===== src/rtl/muldiv_pkg.sv =====
// Shared definitions for the multi-cycle multiply/divide sequencer:
// operation encodings, FSM state encoding and default geometry.
package muldiv_pkg;

  localparam int WIDTH_DEFAULT = 32;
  localparam int CNT_W_DEFAULT = 6;

  typedef enum logic [1:0] {
    OP_MULTU = 2'b00,
    OP_MULT  = 2'b01,
    OP_DIVU  = 2'b10,
    OP_DIV   = 2'b11
  } op_e;

  typedef enum logic [1:0] {
    IDLE = 2'b00,
    RUN  = 2'b01,
    FIX  = 2'b10,
    DONE = 2'b11
  } state_e;

  // Bit 1 of the op code separates the divide family from the multiply family.
  function automatic logic is_div_op(input logic [1:0] op);
    return op[1];
  endfunction

endpackage


===== src/rtl/muldiv_step.sv =====
// One iteration of the shared shift/add-subtract datapath.
// Accumulator layout (2*WIDTH+1 bits):
//   multiply: {spare, product_hi, multiplier_remaining}; right-shift-add.
//   divide  : {remainder(WIDTH+1), dividend_remaining/quotient}; restoring
//             shift-subtract, the extra remainder bit holds the carry.
module muldiv_step
  import muldiv_pkg::*;
#(
  parameter int WIDTH = WIDTH_DEFAULT
) (
  input  logic               is_div_i,
  input  logic [2*WIDTH:0]   acc_i,
  input  logic [WIDTH-1:0]   operand_i,
  output logic [2*WIDTH:0]   acc_o,
  output logic               q_bit_o
);

  logic [WIDTH:0] mul_sum_s;
  logic [WIDTH:0] rem_sh_s;
  logic [WIDTH:0] rem_nx_s;
  logic           unused_top_s;

  // The spare top bit is always zero on entry to an iteration.
  assign unused_top_s = acc_i[2*WIDTH];

  // Single combinational iteration for either multiply or divide.
  always_comb begin
    acc_o     = {(2*WIDTH+1){1'b0}};
    q_bit_o   = 1'b0;
    mul_sum_s = {(WIDTH+1){1'b0}};
    rem_sh_s  = {(WIDTH+1){1'b0}};
    rem_nx_s  = {(WIDTH+1){1'b0}};
    if (is_div_i) begin
      // Shift the next dividend bit into the remainder, then try to subtract.
      rem_sh_s = acc_i[2*WIDTH-1:WIDTH-1];
      if (rem_sh_s >= {1'b0, operand_i}) begin
        rem_nx_s = rem_sh_s - {1'b0, operand_i};
        q_bit_o  = 1'b1;
      end else begin
        rem_nx_s = rem_sh_s;
        q_bit_o  = 1'b0;
      end
      acc_o = {rem_nx_s, acc_i[WIDTH-2:0], q_bit_o};
    end else begin
      // Add the multiplicand when the current multiplier bit is set, then shift.
      if (acc_i[0]) begin
        mul_sum_s = {1'b0, acc_i[2*WIDTH-1:WIDTH]} + {1'b0, operand_i};
      end else begin
        mul_sum_s = {1'b0, acc_i[2*WIDTH-1:WIDTH]};
      end
      acc_o = {1'b0, mul_sum_s, acc_i[WIDTH-1:1]};
    end
  end

endmodule


===== src/rtl/muldiv_sequencer.sv =====
// Multi-cycle multiply/divide unit writing architectural HI/LO.
// Sequence: IDLE -> RUN (WIDTH iterations) -> FIX (sign fix + writeback)
// -> DONE (one-cycle done pulse) -> IDLE. Divide by zero goes IDLE -> DONE.
// Build option: define MULDIV_SIGNED_EN to enable signed MULT/DIV; without
// it op[0] is ignored and FIX is a pure writeback cycle.
module muldiv_sequencer
  import muldiv_pkg::*;
#(
  parameter int WIDTH = WIDTH_DEFAULT,
  parameter int CNT_W = CNT_W_DEFAULT
) (
  input  logic             clk,
  input  logic             rst_b,
  input  logic             start,
  input  logic [1:0]       op,
  input  logic [WIDTH-1:0] operand_a,
  input  logic [WIDTH-1:0] operand_b,
  input  logic             flush,
  output logic             busy,
  output logic             done,
  output logic             div_by_zero,
  output logic [WIDTH-1:0] hi,
  output logic [WIDTH-1:0] lo
);

  state_e             state_q, state_d;
  logic               is_div_q, is_div_d;
  logic [2*WIDTH:0]   acc_q, acc_d;
  logic [WIDTH-1:0]   opnd_q, opnd_d;
  logic [CNT_W-1:0]   cnt_q, cnt_d;
  logic [WIDTH-1:0]   hi_q, hi_d;
  logic [WIDTH-1:0]   lo_q, lo_d;
  logic               dbz_q, dbz_d;
  logic               busy_q, busy_d;
  logic               done_q, done_d;

  logic [WIDTH-1:0]   mag_a_s;
  logic [WIDTH-1:0]   mag_b_s;
  logic [WIDTH-1:0]   res_hi_s;
  logic [WIDTH-1:0]   res_lo_s;
  logic [2*WIDTH:0]   step_acc_s;
  logic               step_qbit_unused_s;

  muldiv_step #(
    .WIDTH (WIDTH)
  ) u_step (
    .is_div_i  (is_div_q),
    .acc_i     (acc_q),
    .operand_i (opnd_q),
    .acc_o     (step_acc_s),
    .q_bit_o   (step_qbit_unused_s)
  );

`ifdef MULDIV_SIGNED_EN
  logic               sa_s;
  logic               sb_s;
  logic               neg_quot_q;
  logic               neg_rem_q;
  logic [2*WIDTH-1:0] prod_neg_s;

  // Operand magnitudes: two's-complement absolute value for signed ops.
  always_comb begin
    sa_s = op[0] & operand_a[WIDTH-1];
    sb_s = op[0] & operand_b[WIDTH-1];
    if (sa_s) begin
      mag_a_s = ~operand_a + {{(WIDTH-1){1'b0}}, 1'b1};
    end else begin
      mag_a_s = operand_a;
    end
    if (sb_s) begin
      mag_b_s = ~operand_b + {{(WIDTH-1){1'b0}}, 1'b1};
    end else begin
      mag_b_s = operand_b;
    end
  end

  // Result signs captured together with the operands at acceptance.
  always_ff @(posedge clk or negedge rst_b) begin
    if (!rst_b) begin
      neg_quot_q <= 1'b0;
      neg_rem_q  <= 1'b0;
    end else if (state_q == IDLE && start) begin
      neg_quot_q <= sa_s ^ sb_s;
      neg_rem_q  <= sa_s;
    end else begin
      neg_quot_q <= neg_quot_q;
      neg_rem_q  <= neg_rem_q;
    end
  end

  // FIX-cycle sign correction of product, quotient and remainder.
  always_comb begin
    prod_neg_s = ~acc_q[2*WIDTH-1:0] + {{(2*WIDTH-1){1'b0}}, 1'b1};
    res_hi_s   = acc_q[2*WIDTH-1:WIDTH];
    res_lo_s   = acc_q[WIDTH-1:0];
    if (is_div_q) begin
      if (neg_quot_q) begin
        res_lo_s = ~acc_q[WIDTH-1:0] + {{(WIDTH-1){1'b0}}, 1'b1};
      end else begin
        res_lo_s = acc_q[WIDTH-1:0];
      end
      if (neg_rem_q) begin
        res_hi_s = ~acc_q[2*WIDTH-1:WIDTH] + {{(WIDTH-1){1'b0}}, 1'b1};
      end else begin
        res_hi_s = acc_q[2*WIDTH-1:WIDTH];
      end
    end else begin
      if (neg_quot_q) begin
        {res_hi_s, res_lo_s} = prod_neg_s;
      end else begin
        {res_hi_s, res_lo_s} = acc_q[2*WIDTH-1:0];
      end
    end
  end
`else
  logic unused_op0_s;

  // Unsigned-only build: the signedness bit of the op code is not used.
  assign unused_op0_s = op[0];

  // Operands are taken as raw unsigned magnitudes.
  always_comb begin
    mag_a_s = operand_a;
    mag_b_s = operand_b;
  end

  // FIX is a plain writeback: remainder/product-high to HI, quotient/product-low to LO.
  always_comb begin
    res_hi_s = acc_q[2*WIDTH-1:WIDTH];
    res_lo_s = acc_q[WIDTH-1:0];
  end
`endif

  // Next-state, datapath and output register update logic.
  always_comb begin
    state_d  = state_q;
    is_div_d = is_div_q;
    acc_d    = acc_q;
    opnd_d   = opnd_q;
    cnt_d    = cnt_q;
    hi_d     = hi_q;
    lo_d     = lo_q;
    dbz_d    = dbz_q;
    case (state_q)
      IDLE: begin
        if (start) begin
          is_div_d = is_div_op(op);
          if (is_div_op(op) && (operand_b == {WIDTH{1'b0}})) begin
            hi_d    = operand_a;
            lo_d    = {WIDTH{1'b1}};
            dbz_d   = 1'b1;
            state_d = DONE;
          end else if (is_div_op(op)) begin
            acc_d   = {{(WIDTH+1){1'b0}}, mag_a_s};
            opnd_d  = mag_b_s;
            cnt_d   = {CNT_W{1'b0}};
            state_d = RUN;
          end else begin
            acc_d   = {{(WIDTH+1){1'b0}}, mag_b_s};
            opnd_d  = mag_a_s;
            cnt_d   = {CNT_W{1'b0}};
            state_d = RUN;
          end
        end else begin
          state_d = IDLE;
        end
      end
      RUN: begin
        if (flush) begin
          state_d = IDLE;
        end else begin
          acc_d = step_acc_s;
          if (cnt_q == CNT_W'(WIDTH - 1)) begin
            state_d = FIX;
          end else begin
            cnt_d = cnt_q + CNT_W'(1);
          end
        end
      end
      FIX: begin
        if (flush) begin
          state_d = IDLE;
        end else begin
          hi_d    = res_hi_s;
          lo_d    = res_lo_s;
          state_d = DONE;
        end
      end
      DONE: begin
        dbz_d   = 1'b0;
        state_d = IDLE;
      end
      default: begin
        state_d = IDLE;
      end
    endcase
    busy_d = (state_d == RUN) || (state_d == FIX);
    done_d = (state_d == DONE);
  end

  // State, datapath and registered outputs with asynchronous clear.
  always_ff @(posedge clk or negedge rst_b) begin
    if (!rst_b) begin
      state_q  <= IDLE;
      is_div_q <= 1'b0;
      acc_q    <= {(2*WIDTH+1){1'b0}};
      opnd_q   <= {WIDTH{1'b0}};
      cnt_q    <= {CNT_W{1'b0}};
      hi_q     <= {WIDTH{1'b0}};
      lo_q     <= {WIDTH{1'b0}};
      dbz_q    <= 1'b0;
      busy_q   <= 1'b0;
      done_q   <= 1'b0;
    end else begin
      state_q  <= state_d;
      is_div_q <= is_div_d;
      acc_q    <= acc_d;
      opnd_q   <= opnd_d;
      cnt_q    <= cnt_d;
      hi_q     <= hi_d;
      lo_q     <= lo_d;
      dbz_q    <= dbz_d;
      busy_q   <= busy_d;
      done_q   <= done_d;
    end
  end

  assign busy        = busy_q;
  assign done        = done_q;
  assign div_by_zero = dbz_q;
  assign hi          = hi_q;
  assign lo          = lo_q;

endmodule


===== config.mk =====
export PLATFORM = sky130hd
export DESIGN_NAME = muldiv_sequencer
export DESIGN_NICKNAME = d
export VERILOG_FILES = /design/src/rtl/muldiv_pkg.sv /design/src/rtl/muldiv_step.sv /design/src/rtl/muldiv_sequencer.sv
export SDC_FILE = /design/constraint.sdc
export NUM_CORES = 1
export LEC_CHECK = 0
export ABC_AREA = 1
export BUFFER_PORTS_ARGS = -buffer_cell sky130_fd_sc_hd__buf_2
export CORE_AREA = 5 5 219 221
export CTS_CLUSTER_SIZE = 10
export DETAILED_ROUTE_END_ITERATION = 8
export DIE_AREA = 0 0 224 226
export PLACE_DENSITY = 0.52
export SYNTH_ARGS = -nofsm -noshare
export SYNTH_HDL_FRONTEND = slang
export SYNTH_SLANG_ARGS = --single-unit
export TNS_END_PERCENT = 1

===== constraint.sdc =====
create_clock -name clk -period 6.2 [get_ports clk]
set_clock_uncertainty 0.2 [all_clocks]
set_input_delay 0.62 -clock clk [delete_from_list [all_inputs] [get_ports clk]]
set_output_delay 0.62 -clock clk [all_outputs]
set_load 0.02 [all_outputs]

==> flow_summary.ini <==
[global_routing]
antenna_found_initial = 0
grt_pass1_vias = 14597
grt_util_all_layers = 0.202
overflow = 0
grt_first_pass_wirelength_um = 81200
grt_max_degree = 83

[critical_path]
critPathArrivalTime_ps = 3580
criticalPathCategory = flip-flop to flip-flop
crit_slowest_cell = dfrtp_1
crit_chain = ha_1 -> nand2_1 -> nor2_1 -> nand3_1 -> nor2_1 -> nand2_1 -> nand2_1 -> nor2_2 -> nand2_4 -> inv_2 -> nor2_4 -> nand2_1 -> nand3_1 -> nand2_1
path_delay_family = simple AND/OR/NAND/NOR gates
cp.required_ps = 6340
worst_path_most_repeated_cell = nand2_1
start_kind = flip-flop
crit_fanout = 20
worst-path-buf-inv = 1
critPathMaxStageDelay_ps = 430
cp-end-kind = flip-flop

[final_layout]
fin_util = 0.351
final_cell_mix = nand2_1 (713), inv_1 (363), nor2_1 (235)
nets = 2546
fillers = 5089
area_delta_synth_final_pct = 11.9
drive_gt1_frac = 0.0971
layout_commonest_cell = nand2_1

[logic_synthesis]
syn_area_mm2 = 0.0144
synth_compound_area_frac = 0.162
synth_seq_area_share = 0.298
ys_seq_elements = 172
synth_simple_gate_area_frac = 0.338
ys_async_sr_fraction = 1.00
synthCells = 2327
synth-edff-count = 0
avgSynthCellArea_um2 = 6.21
synth_xor_area_frac = 0.0127
yosysWarningCount = 0
ys_types = 43
synthMuxAreaShare = 0
synth_flop_cell = dfrtp_1
synth_top_family_by_area = simple AND/OR/NAND/NOR gates
syn_nets = 2465
synth_fa_ha_area_frac = 0.0599

[route]
drcViolationCount = 0
wirelength_um = 51400
drt-initial-drc-count = 978
wire_per_inst_um = 17.0
vias_per_cell = 4.90
ant_nets = 0
num_vias = 14832
first_pass_iters = 8

[power_and_ir_drop]
p_leak_nw = 8.44
powerDensity_mw_per_mm2 = 482
ir_worst_vdd_mv = 0.248

[cts]
numClockSinks = 172
cts_tree = done
cts_made_buffers = 17
cts_resized = 0
cts_root_buffer = clkbuf_16
htreeDepth = 4
hold_buffers = 0
cts_setup_buffers = 0
path_clk_slew_ps = 70
clockBufferDepth = 2
worstSkewPairLatency_ps = 450

[floorplan]
ios = 137
dieArea_mm2 = 0.0506
num_rows = 79
die_y_um = 226
initial_core_util = 0.314
core_mm2 = 0.0460
die_x_um = 224

[placement]
io_buffers = 135
routabilityCongestion = 0.964
hpwl_um = 40700

[job]
cap_violations = 0

[sta]
final.setup.tns_ps = 0
finalHoldViolCount = 1
hold_slack_ps = -1.00
worstMarginPinSlew_ps = 1080
post-route-period-util = 0.555
rsz0062_at_grt = false
fin_crit_ps = 3440
finalMaxSlewViolations = 0
max-slew-margin-rel = 0.280
fmax_mhz = 291
setup_viol = 0

[outcome]
status = finished, violations left
violations = hold timing

[min_path]
hold_class = input pin to asynchronous set/reset pin
[layer usage]
layer	GRT usage	routed length [um]	vias to the layer above
met1	0.281	24700	6895
li1	-	-	7535
met5	0	0	-
met4	0.0565	1170	0
met3	0.0265	2220	62
met2	0.330	23400	340
[cells by family (layout without fill, tap and decap cells)]
logic type / Yosys count / after routing
flops: 172 / 172
other cells: 0 / 1
xor+xnor: 21 / 21
compound gates: 428 / 428
simple gates: 1176 / 1176
fa+ha+maj: 68 / 68
buf+inv: 462 / 555
[worst paths after layout]
kind	from	endpoint	slack (ps)	depth (start not counted)
worst max-delay path	acc_q[38]	acc_q[60]	2760	14
worst min-delay path	rst_b	cnt_q[4]	-1	1
worst max register to register	acc_q[38]	acc_q[60]	2760	14
worst min register to register	hi[26]	hi[26]	320	2
max in group asynchronous	rst_b	is_div_q	4470	2
min in group clk	operand_b[19]	opnd_q[19]	260	3
[synthesized netlist by cell type (30+ instances only)]
| library cell | instances | area, um2 |
|---|---|---|
| a21oi_1 | 180 | 901 |
| clkbuf_1 | 48 | 180 |
| dfrtp_1 | 172 | 4300 |
| ha_1 | 66 | 826 |
| inv_1 | 363 | 1360 |
| nand2_1 | 714 | 2680 |
| nand3_1 | 124 | 621 |
| nand4_1 | 36 | 225 |
| nor2_1 | 236 | 886 |
| o211ai_1 | 30 | 225 |
| o21a_1 | 33 | 248 |
| o21ai_0 | 105 | 526 |
| o21ai_1 | 56 | 280 |
[registers in the layout, indices dropped and copies added, names as in the netlist, 2 cells and up]
signal and cells:
acc_q 64, cnt_q 6, hi 32, lo 32
opnd_q 32, state_q 2
[area by class of cell]
class / instances / area (um2) / share of cell area
Timing Repair Buffer: 150 / 807 / 0.0500
Inverter: 374 / 1400 / 0.0869
Sequential cell: 172 / 4310 / 0.267
Antenna cell: 1 / 2.50 / 0.000155
Clock inverter: 12 / 136 / 0.00844
Clock buffer: 19 / 453 / 0.0280
Tap cell: 607 / 759 / 0.0470
Multi-Input combinational cell: 1693 / 8290 / 0.513
[through the flow]
step / power, mW / area [um2] / setup WS [ps] / std cells
after floorplan: 5.27 / 14400 / 3880 / 2327
after CTS: 7.79 / 16200 / 2690 / 3027
after global routing: 8.55 / 16200 / 2510 / 3027
final: 7.79 / 16200 / 2760 / 3028
after detailed placement: 6.64 / 15600 / 2610 / 2996
after global placement: 6.60 / 15600 / 2660 / 2996
[power breakdown]
group | switching [mW] | internal (mW) | total [mW]
sequential | 0.421 | 1.44 | 1.86
clock | 0.492 | 0.617 | 1.11
combinational | 3.25 | 1.57 | 4.82
total | 4.16 | 3.63 | 7.79
No activity file was read; power rests on OpenSTA's default activity.
